<file path="config.mk">
export PLATFORM = sky130hd
export DESIGN_NAME = memory_field_reader
export DESIGN_NICKNAME = d
export VERILOG_FILES = /design/src/rtl/memory_field_reader_pkg.sv /design/src/rtl/memory_field_reader_field_select.sv /design/src/rtl/memory_field_reader.sv
export SDC_FILE = /design/constraint.sdc
export NUM_CORES = 1
export LEC_CHECK = 0
export BUFFER_PORTS_ARGS = -buffer_cell sky130_fd_sc_hd__buf_2
export CELL_PAD_IN_SITES_DETAIL_PLACEMENT = 0
export CELL_PAD_IN_SITES_GLOBAL_PLACEMENT = 1
export CORE_ASPECT_RATIO = 0.9
export CORE_UTILIZATION = 43
export DETAILED_ROUTE_END_ITERATION = 10
export PLACE_DENSITY_LB_ADDON = 0.12
export SLEW_MARGIN = 20
export SYNTH_ARGS = -nofsm -noshare
export SYNTH_HDL_FRONTEND = slang
export SYNTH_SLANG_ARGS = --single-unit
</file>
<file path="constraint.sdc">
create_clock -name clock -period 2.7 [get_ports clock]
set_clock_uncertainty 0.05 [all_clocks]
set_input_delay 0.27 -clock clock [delete_from_list [all_inputs] [get_ports clock]]
set_output_delay 0.27 -clock clock [all_outputs]
set_load 0.1 [all_outputs]
</file>
<file path="src/rtl/memory_field_reader_pkg.sv">
// Shared layout of the 48-bit game memory word and field tag codes,
// used by the packer, this reader and the transaction checker.
package memory_field_reader_pkg;

    localparam int unsigned FIELD_W = 8;
    localparam int unsigned MEM_W   = 48;

    localparam logic [1:0] FIELD_PRIVATE = 2'd0;
    localparam logic [1:0] FIELD_PUBLIC  = 2'd1;
    localparam logic [1:0] FIELD_MONEY   = 2'd2;

    localparam int unsigned P1_PRIVATE_LSB = 40;
    localparam int unsigned P1_PUBLIC_LSB  = 32;
    localparam int unsigned P1_MONEY_LSB   = 24;
    localparam int unsigned P2_PRIVATE_LSB = 16;
    localparam int unsigned P2_PUBLIC_LSB  = 8;
    localparam int unsigned P2_MONEY_LSB   = 0;

    typedef struct packed {
        logic [FIELD_W-1:0] data;
        logic               player;
        logic [1:0]         field;
        logic               last;
    } field_beat_t;

    function automatic logic [FIELD_W-1:0] get_byte(input logic [MEM_W-1:0] mem,
                                                    input int unsigned     lsb);
        return mem[lsb +: FIELD_W];
    endfunction

endpackage

</file>
<file path="src/rtl/memory_field_reader_field_select.sv">
// Combinational field mux: snapshot + index + hide flag to one tagged beat.
module field_select
    import memory_field_reader_pkg::*;
#(
    parameter logic [7:0] HIDE_VALUE = 8'h00
) (
    input  logic [47:0]  snapshot,
    input  logic [2:0]   index,
    input  logic         hide,
    output field_beat_t  beat
);

    always_comb begin
        beat = '0;
        unique case (index)
            3'd0: begin beat.data = get_byte(snapshot, P1_PRIVATE_LSB); beat.player = 1'b0; beat.field = FIELD_PRIVATE; end
            3'd1: begin beat.data = get_byte(snapshot, P1_PUBLIC_LSB);  beat.player = 1'b0; beat.field = FIELD_PUBLIC;  end
            3'd2: begin beat.data = get_byte(snapshot, P1_MONEY_LSB);   beat.player = 1'b0; beat.field = FIELD_MONEY;   end
            3'd3: begin beat.data = get_byte(snapshot, P2_PRIVATE_LSB); beat.player = 1'b1; beat.field = FIELD_PRIVATE; end
            3'd4: begin beat.data = get_byte(snapshot, P2_PUBLIC_LSB);  beat.player = 1'b1; beat.field = FIELD_PUBLIC;  end
            3'd5: begin beat.data = get_byte(snapshot, P2_MONEY_LSB);   beat.player = 1'b1; beat.field = FIELD_MONEY;   end
            default: beat = '0;
        endcase
        if (hide && beat.field == FIELD_PRIVATE) begin
            beat.data = HIDE_VALUE;
        end
        beat.last = (index == 3'd5);
    end

endmodule

</file>
<file path="src/rtl/memory_field_reader.sv">
// Snapshots the 48-bit game memory word and streams it out as six tagged
// bytes over valid/ready, flagging any player whose balance is zero.
module memory_field_reader
    import memory_field_reader_pkg::*;
#(
    parameter int         NUM_FIELDS = 6,
    parameter logic [7:0] HIDE_VALUE = 8'h00
) (
    input  logic        clock,
    input  logic        reset,
    input  logic [47:0] memory_in,
    input  logic        start,
    input  logic        hide_private,
    output logic        out_valid,
    input  logic        out_ready,
    output logic [7:0]  out_data,
    output logic        out_player,
    output logic [1:0]  out_field,
    output logic        out_last,
    output logic        busy,
    output logic        done,
    output logic [1:0]  broke
);

    localparam logic [1:0] IDLE   = 2'd0;
    localparam logic [1:0] LOAD   = 2'd1;
    localparam logic [1:0] SEND   = 2'd2;
    localparam logic [1:0] FINISH = 2'd3;

    localparam logic [2:0] LAST_IDX = 3'(NUM_FIELDS - 1);

    logic [1:0]  state;
    logic [47:0] snapshot;
    logic        hide_q;
    logic [2:0]  index;
    logic [2:0]  sel_index;
    field_beat_t beat;

    // LOAD presents field 0; in SEND the mux looks one field ahead so the
    // next beat is registered on the same edge that accepts the current one.
    assign sel_index = (state == SEND) ? index + 3'd1 : index;

    field_select #(.HIDE_VALUE(HIDE_VALUE)) u_field_select (
        .snapshot (snapshot),
        .index    (sel_index),
        .hide     (hide_q),
        .beat     (beat)
    );

    always_ff @(posedge clock or posedge reset) begin
        if (reset) begin
            state      <= IDLE;
            snapshot   <= '0;
            hide_q     <= 1'b0;
            index      <= '0;
            out_valid  <= 1'b0;
            out_data   <= '0;
            out_player <= 1'b0;
            out_field  <= '0;
            out_last   <= 1'b0;
            busy       <= 1'b0;
            done       <= 1'b0;
            broke      <= '0;
        end else begin
            unique case (state)
                IDLE: begin
                    if (start) begin
                        snapshot <= memory_in;
                        hide_q   <= hide_private;
                        index    <= '0;
                        busy     <= 1'b1;
                        state    <= LOAD;
                    end
                end
                LOAD: begin
                    broke      <= {get_byte(snapshot, P2_MONEY_LSB) == 8'h00,
                                   get_byte(snapshot, P1_MONEY_LSB) == 8'h00};
                    out_data   <= beat.data;
                    out_player <= beat.player;
                    out_field  <= beat.field;
                    out_last   <= beat.last;
                    out_valid  <= 1'b1;
                    state      <= SEND;
                end
                SEND: begin
                    if (out_valid && out_ready) begin
                        if (index == LAST_IDX) begin
                            out_valid <= 1'b0;
                            busy      <= 1'b0;
                            done      <= 1'b1;
                            state     <= FINISH;
                        end else begin
                            index      <= index + 3'd1;
                            out_data   <= beat.data;
                            out_player <= beat.player;
                            out_field  <= beat.field;
                            out_last   <= beat.last;
                        end
                    end
                end
                FINISH: begin
                    done  <= 1'b0;
                    state <= IDLE;
                end
                default: state <= IDLE;
            endcase
        end
    end

endmodule
</file>
==> results of run 1 <==
==> area by class of cell <==
class	count	area [um^2]
fill	684	3450
sequential	71	1780
multi-input combinational	192	1530
timing repair buffer	78	440
clock buffer	11	141
tap	96	120
clock inverter	5	81.3
inverter	10	37.5
==> registers in the layout, summed over array words and instances, names as in the netlist <==
name / flops
out_last: 1
busy: 1
out_data: 8
hide_q: 1
index: 3
out_player: 1
out_field: 2
state: 2
out_valid: 1
snapshot: 48
broke: 2
done: 1
==> worst min path at each step <==
stage,end,slack [ns],depth (start not counted)
after floorplan,snapshot[34],0.37,1
after global placement,snapshot[28],0.23,2
after detailed placement,snapshot[28],0.25,2
after CTS,snapshot[25],0.08,2
after global routing,snapshot[12],0.08,2
final,snapshot[6],0.10,2
==> cells in the mapped netlist, types with 2 or more instances <==
cell type,count,area [um^2]
buf_2,7,35.0
nand2b_1,4,25.0
nand3_1,6,30.0
nand2_1,34,128
inv_1,10,37.5
o21ai_0,13,65.1
dfrtp_1,71,1780
nor4_1,4,25.0
o21ai_2,2,17.5
nor2_1,8,30.0
a311oi_1,3,26.3
o21ai_1,7,35.0
o31ai_1,2,15.0
mux4_2,4,90.1
and2_1,3,18.8
mux2_2,55,619
a22oi_1,2,15.0
xnor2_1,2,17.5
mux2i_1,3,30.0
clkbuf_1,5,18.8
ha_1,7,87.6
a21oi_1,14,70.1
==> power by group <==
part           internal, mW  switching (mW)  total (mW)
registers              1.57           0.369        1.94
logic                  1.18            1.80        2.98
clock network         0.546           0.404       0.950
==> metrics by stage <==
stage,area [um^2],util
4_1_cts,4130,0.544
3_5_place_dp,3890,0.514
6_report,4130,0.544
5_1_grt,4130,0.544
3_3_place_gp,3890,0.514
2_1_floorplan,3400,-
==> metal layers <==
layer / vias up / global-route usage / routed length, um
met2: 52 / 0.313 / 3570
met5: - / 0 / 0
met1: 1179 / 0.289 / 3770
met4: 0 / 0.0651 / 110
met3: 10 / 0.0491 / 281
li1: 1167 / - / -
==> cells by family after synthesis <==
kind of cell             share of synthesized area
multiplexers                                 0.218
XOR/XNOR                                    0.0158
AND/OR/NAND/NOR                             0.0914
flip-flops                                   0.523
adder cells (fa/ha/maj)                     0.0258
AO/OA/AOI/OAI                               0.0991
buffers and inverters                       0.0269
==> run metrics, run 1 <==
status=completed; post-synth net total=345; slowest cell on the critical path=mux4_2; worst reg2reg startpoint=state[0]; Post-Layout Cell Count=463; vias in the first global route=2,429; Place WS=0.422 ns; CP startpoint kind=flop; pin count of the biggest net entering global routing=55; yosys warns=0; DR vias=2,408; CP peak stage delay=0.58 ns; WL/cell=16.7 um; overflow left after global routing=0; CTS resizes=0; cts hold-fix bufs=1; Slew @ Worst Pin=0.567 ns; Synth Instances=285; die area=0.00826 mm^2; family with the most delay on the worst path=multiplexers; synthesis-to-layout area growth=21.6%; Final Slew Violations=0; n_diodes=0; count of final setup violators=0; Max Freq=0.436 GHz; Detailed Route WL=7.74 mm; clk root buf=clkbuf_8; CP Launch Point=state[0]; core footprint=0.00758 mm^2; Mapped Area=0.00340 mm^2; slew margin rel.=0.622; # IOs=70; hold path start=memory_in[6]; Starting Density=0.448; fin crit share=0.849; worst min path class=in2reg; Crit path depth=6; CTS tree=done; first-pass GRT wire length=12.4 mm; commonest non-fill, non-tap cells in the layout=71 x dfrtp_1, 69 x buf_2, 55 x mux2_2; Tmin final=2.29 ns; FF-to-FF End=out_data[6]; Primary FF master, synth=dfrtp_1; gpl congestion=0.768; RSZ-0062 raised after global routing=false; Worst-path clk slew=0.08 ns; die height=86.3 um; Seq/Total Area, Yosys=0.523; FF-to-FF path depth=6; final setup TNS=0 ns; Detailed Place HPWL=5.71 mm; Worst-Skew Late Latency=0.35 ns; leakage=1.92 nW; Post-CTS Setup Repair Bufs=0; most common cell after layout, fill and taps aside=dfrtp_1; pwr/cell area=1420 mW/mm^2; Worst setup endpoint=out_data[6]; WP data required=2.88 ns; Final Power=5.87 mW; placed cell count=446; initial antenna violation count=0; initial DRC count=108; Setup crit end kind=flop; clk buf depth=2; CTS Buf Count=9; clock tree sinks=71; Hold Vio Cnt, Final=0; first drt pass iteration count=4; worst hold margin=0.101 ns; PortBufs=69; Die Wd=95.7 um; async set-reset flop share out of synthesis=1.00; R2R setup slack=0.41 ns; Worst Setup Slack, final=0.408 ns; Routed Antenna Nets=0; WP buf/inv=1; CP cell instances=inv_1 -> ha_1 -> xnor2_4 -> mux4_2 -> a21oi_1 -> o21ai_1; Post-synth EDFFs=0; Vias/cell=5.20; Worst IR Drop VDD=576 uV; syn avg cell area=11.9 um^2; htree depth=3; layout cells sized above 1=0.439; critical path type=reg2reg; max_cap viols=0; number of synthesized register bits=71; Critical Path AT=2.48 ns; Residual DRC=0; Synth cell types=41; Final #Nets=422; global-route usage over all layers=0.205; Critical Path Fanout Max=13; cell row count=30
Power figures use the tool's default switching activity.
==> run 2: changes to the inputs <==
--- a/config.mk
+++ b/config.mk
@@ -9,7 +9,7 @@
 export CELL_PAD_IN_SITES_DETAIL_PLACEMENT = 0
 export CELL_PAD_IN_SITES_GLOBAL_PLACEMENT = 1
 export CORE_ASPECT_RATIO = 0.9
-export CORE_UTILIZATION = 43
+export CORE_UTILIZATION = 39
 export DETAILED_ROUTE_END_ITERATION = 10
 export PLACE_DENSITY_LB_ADDON = 0.12
 export SLEW_MARGIN = 20
==> constraint.sdc (replaced) <==
create_clock -name clock -period 2 [get_ports clock]
set_clock_uncertainty 0.05 [all_clocks]
set_input_delay 0.2 -clock clock [delete_from_list [all_inputs] [get_ports clock]]
set_output_delay 0.2 -clock clock [all_outputs]
set_load 0.1 [all_outputs]
==> run metrics, run 2 (synthesized netlist as in run 1, its figures left out) <==
status=completed; initial DRC count=95; CTS Buf Count=9; Sw Share=0.424; M1 wire length=4.06 mm; clock power share=0.152; slowest cell on the critical path=dfrtp_2; FF+latch area=0.00178 mm^2; layout cells sized above 1=0.523; FF-to-FF path depth=6; Most flops, register=snapshot; slew margin rel.=0.561; Int Pwr=5.00 mW; Comb pwr share=0.547; Die Wd=100 um; final setup TNS=0 ns; pin count of the biggest net entering global routing=46; Tmin final=1.95 ns; Slew @ Worst Pin=0.657 ns; Final Slew Violations=0; Post-DP Area=0.00410 mm^2; Worst-path clk slew=0.08 ns; Final Power=8.68 mW; R2R setup slack=0.05 ns; number of flip-flops in the largest register=48; Critical Path AT=2.14 ns; count of final setup violators=0; metal3 WL=389 um; Worst Setup Slack, final=0.0549 ns; hold path start=memory_in[12]; critical path type=reg2reg; RSZ-0062 raised after global routing=true; initial antenna violation count=0; DR vias=2,518; Final #Nets=447; clock tree sinks=71; Detailed Route WL=8.02 mm; Residual DRC=0; htree depth=3; Routed Antenna Nets=0; synthesis-to-layout area growth=31.5%; cell row count=31; core footprint=0.00826 mm^2; Reg power frac=0.301; FF-to-FF End=out_data[0]; Max Freq=0.514 GHz; Worst IR Drop VDD=620 uV; Vias/cell=4.97; Starting Density=0.411; worst reg2reg startpoint=state[1]; final core utilization=0.541; Hold Path Sink=snapshot[12]; global-route usage over all layers=0.189; CTS tree=done; Place WS=-0.130 ns; Regs by FF count=snapshot (48), out_data (8), index (3); NetSw=3.68 mW; CP cell instances=ha_4 -> or2_2 -> nand2_2 -> mux2_2 -> a311oi_2 -> o21ai_1; placed cell count=487; first drt pass iteration count=4; Fillers=736; clk root buf=clkbuf_8; final instance area=0.00447 mm^2; gpl congestion=0.771; leakage=2.04 nW; PortBufs=69; fin crit share=0.973; most common cell after layout, fill and taps aside=buf_2; die height=90.5 um; commonest non-fill, non-tap cells in the layout=69 x buf_2, 68 x dfrtp_1, 55 x mux2_2; Setup crit end kind=flop; Detailed Place HPWL=6.02 mm; Routed met2 length=3.45 mm; WL/cell=15.8 um; n_diodes=0; CP peak stage delay=0.45 ns; die area=0.00909 mm^2; # IOs=70; WP data required=2.19 ns; cell depth of the worst hold path=2; Post-Layout Cell Count=507; pwr/cell area=1940 mW/mm^2; clk buf depth=2; worst min path class=in2reg; multi-input gate area in the final layout=0.00162 mm^2; worst hold margin=0.0195 ns; overflow left after global routing=0; highest routing layer actually used=met4; first-pass GRT wire length=12.9 mm; CP startpoint kind=flop; max_cap viols=0; Hold Vio Cnt, Final=0; Critical Path Fanout Max=9; Worst-Skew Late Latency=0.35 ns; vias in the first global route=2,541
-- run 2: cell types whose count changed in the layout (fill, tap and decap cells not counted), sizes merged --
cell	previous run	this run
clkinvlp	1	3
buf	77	102
inv	10	9
clkinv	2	1
-- run 2: layout make-up --
| class | instances | area share |
|---|---|---|
| timing repair buffer | 103 | 0.146 |
| inverter | 10 | 0.00925 |
| sequential | 71 | 0.399 |
| clock inverter | 5 | 0.0179 |
| tap | 115 | 0.0322 |
| clock buffer | 11 | 0.0339 |
| multi-input combinational | 192 | 0.362 |
-- run 2: metal layers --
layer	up-vias	GRT usage
li1	1222	-
met1	1224	0.286
met2	61	0.261
met3	11	0.0526
met4	0	0.0580
met5	-	0
-- run 2: timing repair --
item	CTS	global route
gates cloned	0	0
hold endpoints to repair	26	0
endpoints found under the setup margin	8	9
hold buffers	1	0
buffers inserted	3	0
pin swaps	2	3
gates resized for setup	8	10
-- run 2: how the worst max path moves through the flow --
stage             endpoint  depth (start not counted)      from  slack (ns)
2_1_floorplan  out_data[0]                          8  state[0]       -0.08
5_1_grt        out_data[5]                          7  state[1]      -0.009
6_report       out_data[0]                          6  state[1]        0.05
4_1_cts        out_data[4]                          6  index[0]        0.02
3_3_place_gp   out_data[0]                          7  state[0]       -0.10
3_5_place_dp   out_data[3]                          6  state[0]       -0.13
-- run 2: critical path: cells and delay by family (launching register included) --
kind	cells	cell delay [ns]
flops	1	0.45
simple gates	2	0.41
compound gates	2	0.37
mux	1	0.35
fa+ha+maj	1	0.20
-- run 2: power groups by stage --
stage | clock [mW] | combinational [mW] | sequential (mW)
3_3_place_gp | 0 | 4.37 | 2.63
5_1_grt | 1.41 | 5.11 | 2.70
2_1_floorplan | 0 | 2.43 | 3.25
4_1_cts | 1.36 | 4.67 | 2.60
6_report | 1.32 | 4.75 | 2.62
3_5_place_dp | 0 | 4.43 | 2.62
